===== src/rtl/seg7_pkg.sv =====
`default_nettype none
// +----------------------------------------------------------------------------+
// | seg7_pkg                                                                   |
// | Shared widths, segment pattern constants and capture FSM state encoding.   |
// | Rev 1.0 - initial release                                                  |
// +----------------------------------------------------------------------------+
package seg7_pkg;

    localparam int BCD_W = 4;
    localparam int SEG_W = 7;

    // Segment order {a,b,c,d,e,f,g}, a in bit 6, active-high after polarity fix.
    localparam logic [SEG_W-1:0] SEG_0 = 7'b1111110;
    localparam logic [SEG_W-1:0] SEG_1 = 7'b0110000;
    localparam logic [SEG_W-1:0] SEG_2 = 7'b1101101;
    localparam logic [SEG_W-1:0] SEG_3 = 7'b1111001;
    localparam logic [SEG_W-1:0] SEG_4 = 7'b0110011;
    localparam logic [SEG_W-1:0] SEG_5 = 7'b1011011;
    localparam logic [SEG_W-1:0] SEG_6 = 7'b1011111;
    localparam logic [SEG_W-1:0] SEG_7 = 7'b1110000;
    localparam logic [SEG_W-1:0] SEG_8 = 7'b1111111;
    localparam logic [SEG_W-1:0] SEG_9 = 7'b1111011;

    typedef enum logic [1:0] {
        BLANK = 2'd0,
        TRACK = 2'd1,
        HELD  = 2'd2
    } cap_state_t;

endpackage
`default_nettype wire


===== src/rtl/seg7_to_bcd.sv =====
`default_nettype none
// +----------------------------------------------------------------------------+
// | seg7_to_bcd                                                                |
// | Combinational inverse 7-segment decode: pattern -> {legal, bcd}.           |
// | Rev 1.0 - initial release                                                  |
// +----------------------------------------------------------------------------+
module seg7_to_bcd
    import seg7_pkg::*;
(
    input  logic [SEG_W-1:0] pattern,
    output logic             legal,
    output logic [BCD_W-1:0] bcd
);

    always_comb begin
        legal = 1'b1;
        bcd   = 4'd0;
        case (pattern)
            SEG_0:   bcd = 4'd0;
            SEG_1:   bcd = 4'd1;
            SEG_2:   bcd = 4'd2;
            SEG_3:   bcd = 4'd3;
            SEG_4:   bcd = 4'd4;
            SEG_5:   bcd = 4'd5;
            SEG_6:   bcd = 4'd6;
            SEG_7:   bcd = 4'd7;
            SEG_8:   bcd = 4'd8;
            SEG_9:   bcd = 4'd9;
            default: legal = 1'b0;
        endcase
    end

endmodule
`default_nettype wire


===== src/rtl/seg7_capture.sv =====
`default_nettype none
// +----------------------------------------------------------------------------+
// | seg7_capture                                                               |
// | Recovers per-position BCD digits from a multiplexed 7-segment bus.         |
// | Define SEG7_CAPTURE_SYNC_EN to add two-flop input synchronisers.           |
// | Rev 1.0 - initial release                                                  |
// +----------------------------------------------------------------------------+
module seg7_capture
    import seg7_pkg::*;
#(
    parameter int DIGITS     = 4,
    parameter int STABLE_CNT = 4
) (
    input  logic                    clk,
    input  logic                    rst,
    input  logic [SEG_W-1:0]        seg_in,
    input  logic [DIGITS-1:0]       dig_sel,
    input  logic                    sel,
    input  logic                    err_clr,
    output logic [BCD_W*DIGITS-1:0] digit_out,
    output logic [DIGITS-1:0]       digit_valid,
    output logic                    upd,
    output logic                    err
);

    localparam int               CNT_W   = 4;
    localparam logic [CNT_W-1:0] CNT_MAX = CNT_W'(STABLE_CNT);
    localparam int               RAW_W   = 1 + DIGITS + SEG_W;

    logic [RAW_W-1:0]  raw_in;
    logic [RAW_W-1:0]  samp_raw;
    logic              samp_inv;
    logic [DIGITS-1:0] samp_sel;
    logic [SEG_W-1:0]  samp_seg;
    logic [SEG_W-1:0]  samp_pat;
    logic              samp_onehot;
    logic              samp_same;

    assign raw_in = {sel, dig_sel, seg_in};

`ifdef SEG7_CAPTURE_SYNC_EN
    logic [RAW_W-1:0] sync1_d, sync1_q;
    logic [RAW_W-1:0] sync2_d, sync2_q;

    always_comb begin
        sync1_d = raw_in;
        sync2_d = sync1_q;
    end

    always_ff @(posedge clk) begin
        if (rst) begin
            sync1_q <= '0;
            sync2_q <= '0;
        end else begin
            sync1_q <= sync1_d;
            sync2_q <= sync2_d;
        end
    end

    assign samp_raw = sync2_q;
`else
    assign samp_raw = raw_in;
`endif

    assign samp_inv = samp_raw[RAW_W-1];
    assign samp_sel = samp_raw[SEG_W +: DIGITS];
    assign samp_seg = samp_raw[SEG_W-1:0];
    assign samp_pat = samp_inv ? ~samp_seg : samp_seg;

    logic [SEG_W-1:0]  prev_pat_d, prev_pat_q;
    logic [DIGITS-1:0] prev_sel_d, prev_sel_q;
    cap_state_t        state_d, state_q;
    logic [CNT_W-1:0]  cnt_d, cnt_q;
    logic              commit;

    assign samp_onehot = (samp_sel != '0) &&
                         ((samp_sel & (samp_sel - DIGITS'(1))) == '0);
    assign samp_same   = (samp_pat == prev_pat_q) && (samp_sel == prev_sel_q);

    always_comb begin
        prev_pat_d = samp_pat;
        prev_sel_d = samp_sel;
        state_d    = state_q;
        cnt_d      = cnt_q;
        commit     = 1'b0;
        case (state_q)
            BLANK: begin
                if (samp_onehot) begin
                    state_d = TRACK;
                    cnt_d   = CNT_W'(1);
                end else begin
                    cnt_d   = '0;
                end
            end
            TRACK: begin
                // The commit uses the stored sample, so it fires even if the
                // current sample has already moved on.
                commit = (cnt_q == CNT_MAX);
                if (samp_same && (cnt_q == CNT_MAX)) begin
                    state_d = HELD;
                end else if (samp_same) begin
                    cnt_d   = cnt_q + CNT_W'(1);
                end else if (samp_onehot) begin
                    cnt_d   = CNT_W'(1);
                end else begin
                    state_d = BLANK;
                    cnt_d   = '0;
                end
            end
            HELD: begin
                if (!samp_same) begin
                    if (samp_onehot) begin
                        state_d = TRACK;
                        cnt_d   = CNT_W'(1);
                    end else begin
                        state_d = BLANK;
                        cnt_d   = '0;
                    end
                end
            end
            default: begin
                state_d = BLANK;
                cnt_d   = '0;
            end
        endcase
    end

    logic             dec_legal;
    logic [BCD_W-1:0] dec_bcd;

    seg7_to_bcd u_dec (
        .pattern (prev_pat_q),
        .legal   (dec_legal),
        .bcd     (dec_bcd)
    );

    logic [BCD_W*DIGITS-1:0] digit_d, digit_q;
    logic [DIGITS-1:0]       valid_d, valid_q;
    logic                    upd_d, upd_q;
    logic                    err_d, err_q;

    always_comb begin
        digit_d = digit_q;
        valid_d = valid_q;
        for (int i = 0; i < DIGITS; i++) begin
            if (commit && prev_sel_q[i]) begin
                if (dec_legal) begin
                    digit_d[i*BCD_W +: BCD_W] = dec_bcd;
                    valid_d[i]                = 1'b1;
                end else begin
                    valid_d[i]                = 1'b0;
                end
            end
        end
        upd_d = (digit_d != digit_q) || (valid_d != valid_q);
        // A new illegal commit outranks a coincident clear.
        err_d = (err_q && !err_clr) || (commit && !dec_legal);
    end

    always_ff @(posedge clk) begin
        if (rst) begin
            prev_pat_q <= '0;
            prev_sel_q <= '0;
            state_q    <= BLANK;
            cnt_q      <= '0;
            digit_q    <= '0;
            valid_q    <= '0;
            upd_q      <= 1'b0;
            err_q      <= 1'b0;
        end else begin
            prev_pat_q <= prev_pat_d;
            prev_sel_q <= prev_sel_d;
            state_q    <= state_d;
            cnt_q      <= cnt_d;
            digit_q    <= digit_d;
            valid_q    <= valid_d;
            upd_q      <= upd_d;
            err_q      <= err_d;
        end
    end

    assign digit_out   = digit_q;
    assign digit_valid = valid_q;
    assign upd         = upd_q;
    assign err         = err_q;

endmodule
`default_nettype wire


===== config.mk =====
export PLATFORM = sky130hd
export DESIGN_NAME = seg7_capture
export DESIGN_NICKNAME = d
export VERILOG_FILES = /design/src/rtl/seg7_pkg.sv /design/src/rtl/seg7_to_bcd.sv /design/src/rtl/seg7_capture.sv
export SDC_FILE = /design/constraint.sdc
export NUM_CORES = 1
export LEC_CHECK = 0
export CAP_MARGIN = 10
export CORE_MARGIN = 5
export CORE_UTILIZATION = 50
export DETAILED_ROUTE_END_ITERATION = 10
export GPL_ROUTABILITY_DRIVEN = 0
export PLACE_DENSITY = 0.76
export SYNTH_ARGS = -nofsm -noshare
export SYNTH_HDL_FRONTEND = slang
export SYNTH_HIERARCHICAL = 1
export SYNTH_SLANG_ARGS = --single-unit

===== constraint.sdc =====
create_clock -name clk -period 3.32 [get_ports clk]
set_clock_uncertainty 0.05 [all_clocks]
set_input_delay 0.664 -clock clk [delete_from_list [all_inputs] [get_ports clk]]
set_output_delay 0.664 -clock clk [all_outputs]
set_load 0.1 [all_outputs]

==> results_dict.tcl <==
set metrics [dict create \
    status "completed" \
    drive_above_1_share 0.167 \
    start_kind "flip-flop" \
    drv_cap 0 \
    detailed_place_hpwl_um 3660 \
    yosysSeqAreaShare 0.357 \
    min-delay-start "err$_SDFF_PP0_" \
    vias 1936 \
    grt_max_degree 18 \
    ys.warnings.count 6 \
    path_cells "and3_2 > nand3_1 > o32ai_1 > inv_1 > o2111ai_1 > a221oi_1 > and3_1 > o31ai_1" \
    syn_to_final_growth_pct 18.5 \
    fin_crit_sh 0.835 \
    cts_buffers 5 \
    ys_async_sr_fraction 0 \
    setup_viol 0 \
    clk_pin_slew_ps 70 \
    fin_ws_ps 546 \
    nNetsFinal 311 \
    timing.rr.start "prev_pat_q[3]$_SDFF_PP0_" \
    dieArea_um2 5790 \
    cpLargestDelayFamily "compound AO/OA/AOI/OAI gates" \
    min_path_type "reg2reg" \
    synth_edf_count 0 \
    layout_commonest_cell "nor2_1" \
    grt_pass1_wl_um 8250 \
    cts-htree-levels 2 \
    clock-root-buffer "clkbuf_8" \
    worst_pin_slew_ps 848 \
    antenna_found_initial 0 \
    placed_cells 339 \
    synthFlopType "dfxtp_1" \
    core_um2 4290 \
    die_x_um 76.1 \
    clock_path_buffers 2 \
    dr.pass1.iters 4 \
    hold_viol 0 \
    netlist_area_um2 2190 \
    final.min_clock_period_ps 2770 \
    crit_path_top_delay_cell "o32ai_1" \
    fmax_ghz 0.361 \
    antenna_left 0 \
    track_usage 0.170 \
    io_pins 37 \
    gr-total-overflow 0 \
    layout_common_cells "nor2_1 (45), dfxtp_1 (39), a21oi_1 (25), buf_4 (25), xnor2_1 (16)" \
    grt_pass1_vias 1765 \
    worstPathArrival_ps 2920 \
    die_h_um 76.1 \
    start_util 0.509 \
    clkSinkCount 39 \
    clkLatencyLatePin_ps 290 \
    critical_path.endpoint_type "flip-flop" \
    avgSynthCellArea_um2 8.37 \
    tns_ps 0 \
    rows 24 \
    cts_resized 0 \
    crit_type "reg2reg" \
    wl_um 4890 \
    cp_max_fo 11 \
    relSlewSlack 0.433 \
    utilization 0.603 \
    synthCells 261 \
    slowest_delay_ps 730 \
    worstPathRequired_ps 3460 \
    holdBufCountCts 0 \
    p_leak_nw 0.965 \
    drv_slew 0 \
    dp_slack_ps 625 \
    synthDistinctLibCells 58 \
    synth-seq-cells 39 \
    cts_tree "done" \
    drc_errors 0 \
    critPathBufInv 1 \
    drt-initial-drc-count 122 \
    io_buffers 36 \
    routedWlPerCell_um 14.1 \
    stdcell_count 346 \
    power.total_mw 0.926 \
    rsz0062_at_grt "no" \
    power_density_nw_per_um2 357 \
    ir_drop_uv 260 \
    viasPerCell 5.60 \
    crit_start "prev_pat_q[3]$_SDFF_PP0_" \
    n_antenna_cell 0 \
    cts_setup_buffers 0 \
    syn_nets 278 \
]
state kept, by name (all words and copies together), names as in the netlist:
signal       flops
prev_pat_q       7
prev_sel_q       4
upd              1
err              1
state_q          2
digit_out       16
digit_valid      4
cnt_q            4
kinds of logic (layout without fill, tap and decap cells):
group                      count (synthesis)  in the layout  share of synthesized area
and+or+nand+nor                          105            105                      0.272
DFF                                       39             39                      0.357
xor gates and xnor gates                  30             30                      0.120
AOI/OAI and AO/OA                         62             62                      0.188
adders and majority gates                  2              2                     0.0114
buffers and inverters                     23             56                     0.0515
cell type report:
cell class              instances  area [um^2]
clock inverters                 1         5.00
repair buffers                 39          328
multi-input cells             199         1290
clock buffers                   6         82.6
fillers                       402         1700
flip-flops and latches         39          781
well taps                      52         65.1
inverters                      10         37.5
cells in the mapped netlist, types with 3 or more instances:
cell type | number | share of area
buf_2 | 3 | 0.0069
clkbuf_1 | 5 | 0.0086
nand3_1 | 4 | 0.0092
nand3b_1 | 3 | 0.010
nand2b_1 | 4 | 0.011
nor2_1 | 45 | 0.077
nand3_2 | 3 | 0.014
a2111oi_1 | 3 | 0.014
a21oi_1 | 25 | 0.057
xor2_1 | 14 | 0.056
o21ai_0 | 9 | 0.021
inv_1 | 9 | 0.015
nor4_1 | 3 | 0.0086
nor2b_1 | 5 | 0.014
nand2_1 | 14 | 0.024
nor3_1 | 4 | 0.0092
and3_2 | 3 | 0.010
dfxtp_1 | 39 | 0.36
xnor2_1 | 16 | 0.064
through the flow:
| stage | hold WS [ps] | area (um^2) |
|---|---|---|
| global placement | 420 | 2500 |
| floorplan | 512 | 2190 |
| global route | 484 | 2590 |
| detailed placement | 427 | 2500 |
| CTS | 438 | 2590 |
| finish | 430 | 2590 |
path summary, 6_finish.rpt:
kind,to,slack (ps),cells after the start
max,upd$_SDFF_PP0_,550,8
min reg2reg,err$_SDFF_PP0_,430,2
min,err$_SDFF_PP0_,430,2
max reg2reg,upd$_SDFF_PP0_,550,8
worst reg2reg max path: stages (launching register included):
cell,delay [ps]
dfxtp_1,530
and3_2,230
nand3_1,100
o32ai_1,730
inv_1,270
o2111ai_1,260
a221oi_1,100
and3_1,200
o31ai_1,210
layer usage:
layer  share of wire  up-vias  GRT usage
met2            0.47       44      0.266
met3           0.057        4     0.0378
met5               0        -          0
met1            0.47      906      0.227
met4          0.0090        0     0.0682
li1                -      982          -
where the power goes:
part | leakage (nW) | switching (mW) | total [mW] | internal, mW
sequential | 0.318 | 0.0254 | 0.504 | 0.479
clock | 0.0470 | 0.158 | 0.321 | 0.163
combinational | 0.600 | 0.0483 | 0.101 | 0.0529
Note: power is estimated with default switching activity, not from simulation.
